## src/rtl/cache_pkg.sv

```systemverilog
// Shared definitions for the cache block-fill controller: state encoding and
// block geometry (8 words of 16 bits, 4 byte-offset bits).
package cache_pkg;

    localparam int BLOCK_WORDS = 8;
    localparam int OFFSET_BITS = 4;
    localparam int WORD_IDX_W  = 3;

    typedef enum logic [1:0] {
        IDLE = 2'd0,
        FILL = 2'd1,
        TAG  = 2'd2
    } fill_state_t;

endpackage

```

## src/rtl/cache_fill_fsm_fill_counter.sv

```systemverilog
// Word counter for a block fill: 3-bit word index plus a done flag that sets
// when the index wraps 7 -> 0; further increments are ignored once done.
module fill_counter
    import cache_pkg::*;
(
    input  logic                  clk,
    input  logic                  rst,
    input  logic                  clear,
    input  logic                  inc,
    output logic [WORD_IDX_W-1:0] idx,
    output logic                  done
);

    always_ff @(posedge clk) begin
        if (rst || clear) begin
            idx  <= '0;
            done <= 1'b0;
        end else if (inc && !done) begin
            {done, idx} <= {done, idx} + 4'd1;
        end
    end

endmodule

```

## src/rtl/cache_fill_fsm.sv

```systemverilog
// Cache miss block-fill controller: issues 8 word reads to memory4c, writes
// returned words into the data array, then writes the tag once.
// Optional macro CACHE_FILL_CWF_EN selects critical-word-first ordering.
module cache_fill_fsm
    import cache_pkg::*;
#(
    parameter int BLOCK_WORDS = 8,
    parameter int ADDR_W      = 16
) (
    input  logic              clk,
    input  logic              rst,
    input  logic              miss_detected,
    input  logic [ADDR_W-1:0] miss_address,
    input  logic              memory_data_valid,
    input  logic [15:0]       memory_data,
    output logic              fsm_busy,
    output logic              mem_read_en,
    output logic [ADDR_W-1:0] memory_address,
    output logic              write_data_array,
    output logic [2:0]        fill_word_sel,
    output logic [15:0]       fill_data,
    output logic              write_tag_array
);

    localparam logic [WORD_IDX_W-1:0] LAST_WORD = WORD_IDX_W'(BLOCK_WORDS - 1);

    fill_state_t state_q, state_d;
    logic [ADDR_W-1:0]     base_q;
    logic [WORD_IDX_W-1:0] issue_idx, recv_idx;
    logic [WORD_IDX_W-1:0] issue_word, recv_word;
    logic                  issue_done, recv_done;
    logic                  capture;

    assign capture = (state_q == IDLE) && miss_detected;

    fill_counter u_issue_cnt (
        .clk   (clk),
        .rst   (rst),
        .clear (capture),
        .inc   (mem_read_en),
        .idx   (issue_idx),
        .done  (issue_done)
    );

    fill_counter u_recv_cnt (
        .clk   (clk),
        .rst   (rst),
        .clear (capture),
        .inc   (write_data_array),
        .idx   (recv_idx),
        .done  (recv_done)
    );

`ifdef CACHE_FILL_CWF_EN
    // Both orders start at the missing word and wrap modulo the block size.
    logic [WORD_IDX_W-1:0] start_q;
    logic                  unused_addr_bit;

    assign unused_addr_bit = miss_address[0];

    always_ff @(posedge clk) begin
        if (rst) begin
            start_q <= '0;
        end else if (capture) begin
            start_q <= miss_address[OFFSET_BITS-1:1];
        end
    end

    assign issue_word = start_q + issue_idx;
    assign recv_word  = start_q + recv_idx;
`else
    logic [OFFSET_BITS-1:0] unused_offset;

    assign unused_offset = miss_address[OFFSET_BITS-1:0];
    assign issue_word    = issue_idx;
    assign recv_word     = recv_idx;
`endif

    always_ff @(posedge clk) begin
        if (rst) begin
            state_q <= IDLE;
            base_q  <= '0;
        end else begin
            state_q <= state_d;
            if (capture) begin
                base_q <= {miss_address[ADDR_W-1:OFFSET_BITS], {OFFSET_BITS{1'b0}}};
            end
        end
    end

    assign memory_address = base_q | ADDR_W'({issue_word, 1'b0});
    assign fill_word_sel  = recv_word;
    assign fill_data      = memory_data;

    always_comb begin
        state_d          = state_q;
        fsm_busy         = 1'b0;
        mem_read_en      = 1'b0;
        write_data_array = 1'b0;
        write_tag_array  = 1'b0;
        if (!rst) begin
            unique case (state_q)
                IDLE: begin
                    fsm_busy = miss_detected;
                    if (miss_detected) begin
                        state_d = FILL;
                    end
                end
                FILL: begin
                    fsm_busy    = 1'b1;
                    mem_read_en = !issue_done;
                    // Returned words are counted independently of issues,
                    // so any memory latency is tolerated.
                    if (memory_data_valid && !recv_done) begin
                        write_data_array = 1'b1;
                        if (recv_idx == LAST_WORD) begin
                            state_d = TAG;
                        end
                    end
                end
                TAG: begin
                    fsm_busy        = 1'b1;
                    write_tag_array = 1'b1;
                    state_d         = IDLE;
                end
                default: state_d = IDLE;
            endcase
        end
    end

endmodule

```

## config.mk

```make
export PLATFORM = sky130hd
export DESIGN_NAME = cache_fill_fsm
export DESIGN_NICKNAME = d
export VERILOG_FILES = /design/src/rtl/cache_pkg.sv /design/src/rtl/cache_fill_fsm_fill_counter.sv /design/src/rtl/cache_fill_fsm.sv
export SDC_FILE = /design/constraint.sdc
export NUM_CORES = 1
export LEC_CHECK = 0
export BUFFER_PORTS_ARGS = -buffer_cell sky130_fd_sc_hd__buf_4
export CAP_MARGIN = 20
export CORE_UTILIZATION = 44
export DETAILED_ROUTE_END_ITERATION = 10
export PLACE_DENSITY_LB_ADDON = 0.25
export SYNTH_ARGS = -nofsm -noshare
export SYNTH_HDL_FRONTEND = slang
export SYNTH_SLANG_ARGS = --single-unit
```

## constraint.sdc

```tcl
create_clock -name clk -period 3.55 [get_ports clk]
set_input_delay 0.355 -clock clk [delete_from_list [all_inputs] [get_ports clk]]
set_output_delay 0.355 -clock clk [all_outputs]
set_load 0.005 [all_outputs]
```

==> reports/qor_table.md <==
| Step | Metric | This run |
|:---|:---|:---|
| critical path | Buf+Inv Stages, Crit Path | 2 |
| global routing | Global-route usage over all layers | 16.1% |
| synthesis | Unique masters post-synth | 21 |
| route | Iteration-0 DRC count of the detailed router | 18 |
| synthesis | YS warnings | 0 |
| critical path | Arrival time at the worst endpoint | 2060 ps |
| die | Die Height | 52.1 um |
| sta | Final Slew Violations | 0 |
| finish | Finished layout cell area | 1310 sq um |
| synthesis | Share of Yosys cell area claimed by the top area cell type | 39.8% |
| route | Per-cell routed wire length | 12.0 um |
| synthesis | Post-synthesis async set-or-reset flop share | 0% |
| power | Switching fraction of total power | 29.4% |
| global routing | First-pass GRT wire length | 3260 um |
| finish | Area grow syn2layout | 18.8% |
| die | Total Die Area | 2720 sq um |
| clock tree | H-tree depth | 1 |
| finish | Final nets | 191 |
| critical path | Cell class contributing the biggest share of worst-path delay | simple AND/OR/NAND/NOR gates |
| global routing | Largest net degree at the start of global routing | 23 |
| finish | Layout cell share with drive strength beyond 1 | 29.7% |
| power | Proportion of power drawn by the clock network | 26.4% |
| clock tree | Root Buffer Master | sky130_fd_sc_hd__clkbuf_4 |
| power | Leakage power figure | 0.596 nW |
| power | Power density over the cells | 542 nW/um^2 |
| min path | Type of the tightest min-delay check | in2reg |
| finish | Total area of multi-input combinational cells | 500 sq um |
| synthesis | Synthesis-stage register bit count | 22 |
| finish | Sequential cell area | 440 sq um |
| route | DRC | 0 |
| place | Total placed instance area | 1260 sq um |
| finish | Total of fill cells in the finished design | 210 |
| route | Count of vias placed by the detailed router | 845 |
| critical path | Max Fanout on Critical Path | 5 |
| clock tree | Clock Pin Slew Worst Setup and Hold Paths | 120 ps |
| sta | Achievable Freq | 414 MHz |
| clock tree | Resize count post-CTS | 0 |
| critical path | Cells traversed along the worst timing path | inv_1 -> ha_1 -> nor4bb_1 -> buf_4 |
| global routing | Total congestion overflow | 0 |
| status | Outcome | finished clean |
| sta | Unrepaired setup endpoints after global routing | no |
| route | Total wirelength of the detailed-routed design | 2080 um |
| synthesis | Cell taking the most area after synthesis | sky130_fd_sc_hd__dfxtp_1 |
| power | Share of power burned in combinational logic | 30.7% |
| power | Peak supply drop | 474 uV |
| synthesis | Post-Syn Area per Cell | 8.71 sq um |
| sta | Headroom to the max-slew limit | 32.5% |
| global routing | Vias in the first global route | 790 |
| synthesis | Post-Syn Area | 1110 sq um |
| place | Port bufs | 37 |
| flow run | Number of max-cap violations | 0 |
| synthesis | Number of standard cells after synthesis | 127 |
| finish | Utilization after layout | 57.2% |
| critical path | CP max-delay cell | sky130_fd_sc_hd__nor4bb_1 |
| power | Total net switching power | 0.209 mW |
| place | Last weighted congestion value of the routability-driven placer | 0.667 |
| clock tree | Clock latency of the later-clocked register in the worst-skew pair | 310 ps |
| critical path | Data required time at the worst endpoint | 3190 ps |
| die | Initial Utilization | 48.1% |
| die | Chip Width | 52.1 um |
| route | Remaining antenna violation count | 0 |
| clock tree | Clock tree sinks | 22 |
| sta | Number of setup violations in the final report | 0 |
| clock tree | Clock tree from TritonCTS | built |
| power | Total internal power | 0.503 mW |
| place | Detailed placer's ending HPWL | 1560 um |
| sta | Fin Setup TNS | 0 ps |
| finish | Commonest cells after routing, fill and taps aside | 37 x sky130_fd_sc_hd__buf_4, 25 x sky130_fd_sc_hd__nand2_1, 22 x sky130_fd_sc_hd__dfxtp_1 |
| clock tree | CTS Hold Bufs | 0 |
| synthesis | EDFF count, synth | 0 |
| clock tree | Total clock buffers created by CTS | 3 |
| finish | Most common library cell in the layout ignoring fill and taps | sky130_fd_sc_hd__buf_4 |
| synthesis | Portion of the post-synthesis area used by sequential elements | 39.8% |
| clock tree | CTS Buffer Depth | 2 |
| synthesis | Number of nets produced by synthesis | 172 |
| die | Number of top-level pins | 75 |
| global routing | Antenna violations before repair | 0 |
| critical path | Type of the worst setup path | reg2out |
| sta | Least-Margin Pin Slew | 998 ps |
| route | Vias per Instance | 4.88 |
| sta | Final hold viol count | 0 |
| critical path | Category of the worst setup path launch point | flip-flop |
| finish | Antenna diode count | 0 |
| die | Number of placement rows | 17 |
| sta | Worst setup skew after layout | 7.86 ps |
| synthesis | Most common flop cell mapped by yosys | sky130_fd_sc_hd__dfxtp_1 |
| critical path | Critical path's largest stage delay | 810 ps |
| sta | Fin crit share | 68.0% |
| clock tree | Number of buffers inserted by post-CTS setup repair | 0 |
| synthesis | Cells taking the most area after synthesis | sky130_fd_sc_hd__dfxtp_1 40%, sky130_fd_sc_hd__buf_4 12%, sky130_fd_sc_hd__ha_1 10%, sky130_fd_sc_hd__nand2_1 8.5%, sky130_fd_sc_hd__a21oi_1 5.9% |
| power | Proportion of power drawn by flip-flops and latches | 42.9% |
| critical path | Nature of the critical path endpoint | output port |
| route | 1st-pass router iterations | 4 |
| sta | Minimum period implied by the final worst setup slack | 2420 ps |
| die | Core ar. | 2300 sq um |
| sta | Hold Slack | 280 ps |
## routing by layer
layer	part of all wire [%]	routed length (um)	vias up	GRT usage [%]
met1	41	854	369	18.1
met5	0	0	-	0
met4	1.0	21	0	4.82
met2	49	1010	46	28.0
met3	9.2	192	4	5.85
li1	-	-	426	-
## area by class of cell
class                   instances  area share, %
flip-flops and latches         22           33.5
clock inverters                 1           2.29
inverters                       2          0.571
clock buffers                   3           1.71
multi-input cells              80           38.1
well taps                      28           2.67
repair buffers                 37           21.1
## cell usage after synthesis (all sizes together), types with 3 or more instances
| library cell | n |
|---|---|
| mux2i | 5 |
| buf | 21 |
| xnor2 | 3 |
| dfxtp | 22 |
| nor2 | 9 |
| nand2 | 25 |
| ha | 9 |
| nand2b | 5 |
| a21oi | 13 |
## cell families after synthesis
logic type      count (synthesis)  synth area share (%)
compound gates                 15                  7.47
fa+ha+maj                       9                  10.2
buf+inv                        25                  14.9
simple gates                   47                  20.4
other cells                     1                 0.339
flops                          22                  39.8
mux                             5                  4.53
xor+xnor                        3                  2.38
## power by group through the flow
stage / clock (mW) / sequential (mW) / combinational, mW
final: 0.188 / 0.306 / 0.219
after detailed placement: 0 / 0.311 / 0.221
after CTS: 0.196 / 0.306 / 0.223
after floorplan: 0 / 0.309 / 0.149
after global routing: 0.206 / 0.309 / 0.251
after global placement: 0 / 0.308 / 0.217
## through the flow
step / total power [mW] / std cells / setup slack [ps]
after floorplan: 0.459 / 127 / 2230
after global placement: 0.525 / 169 / 1510
after detailed placement: 0.533 / 169 / 1550
after CTS: 0.725 / 173 / 1150
after global routing: 0.767 / 173 / 1000
final: 0.712 / 173 / 1130
## registers in the layout, indices dropped and copies added (netlist names)
signal / cells
state_q: 2
u_recv_cnt.done: 1
base_q: 12
u_issue_cnt.idx: 3
u_recv_cnt.idx: 3
u_issue_cnt.done: 1
## worst reg2reg max path, delay by kind of cell (launching register included)
| kind | cells | cell delay [ps] |
|---|---|---|
| multiplexers | 1 | 270 |
| buffers and inverters | 1 | 130 |
| flip-flops | 1 | 360 |
| adder cells (fa/ha/maj) | 1 | 220 |
| AND/OR/NAND/NOR | 2 | 860 |
## final timing paths
path	startpoint	to	slack, ps	depth (start not counted)
worst max-delay path	state_q[1]	write_data_array	1130	4
worst min-delay path	miss_address[8]	base_q[8]	280	3
worst max register to register	state_q[1]	u_recv_cnt.idx[2]	1610	5
worst min register to register	base_q[8]	base_q[8]	470	2
Note: power is estimated with default switching activity, not from simulation.
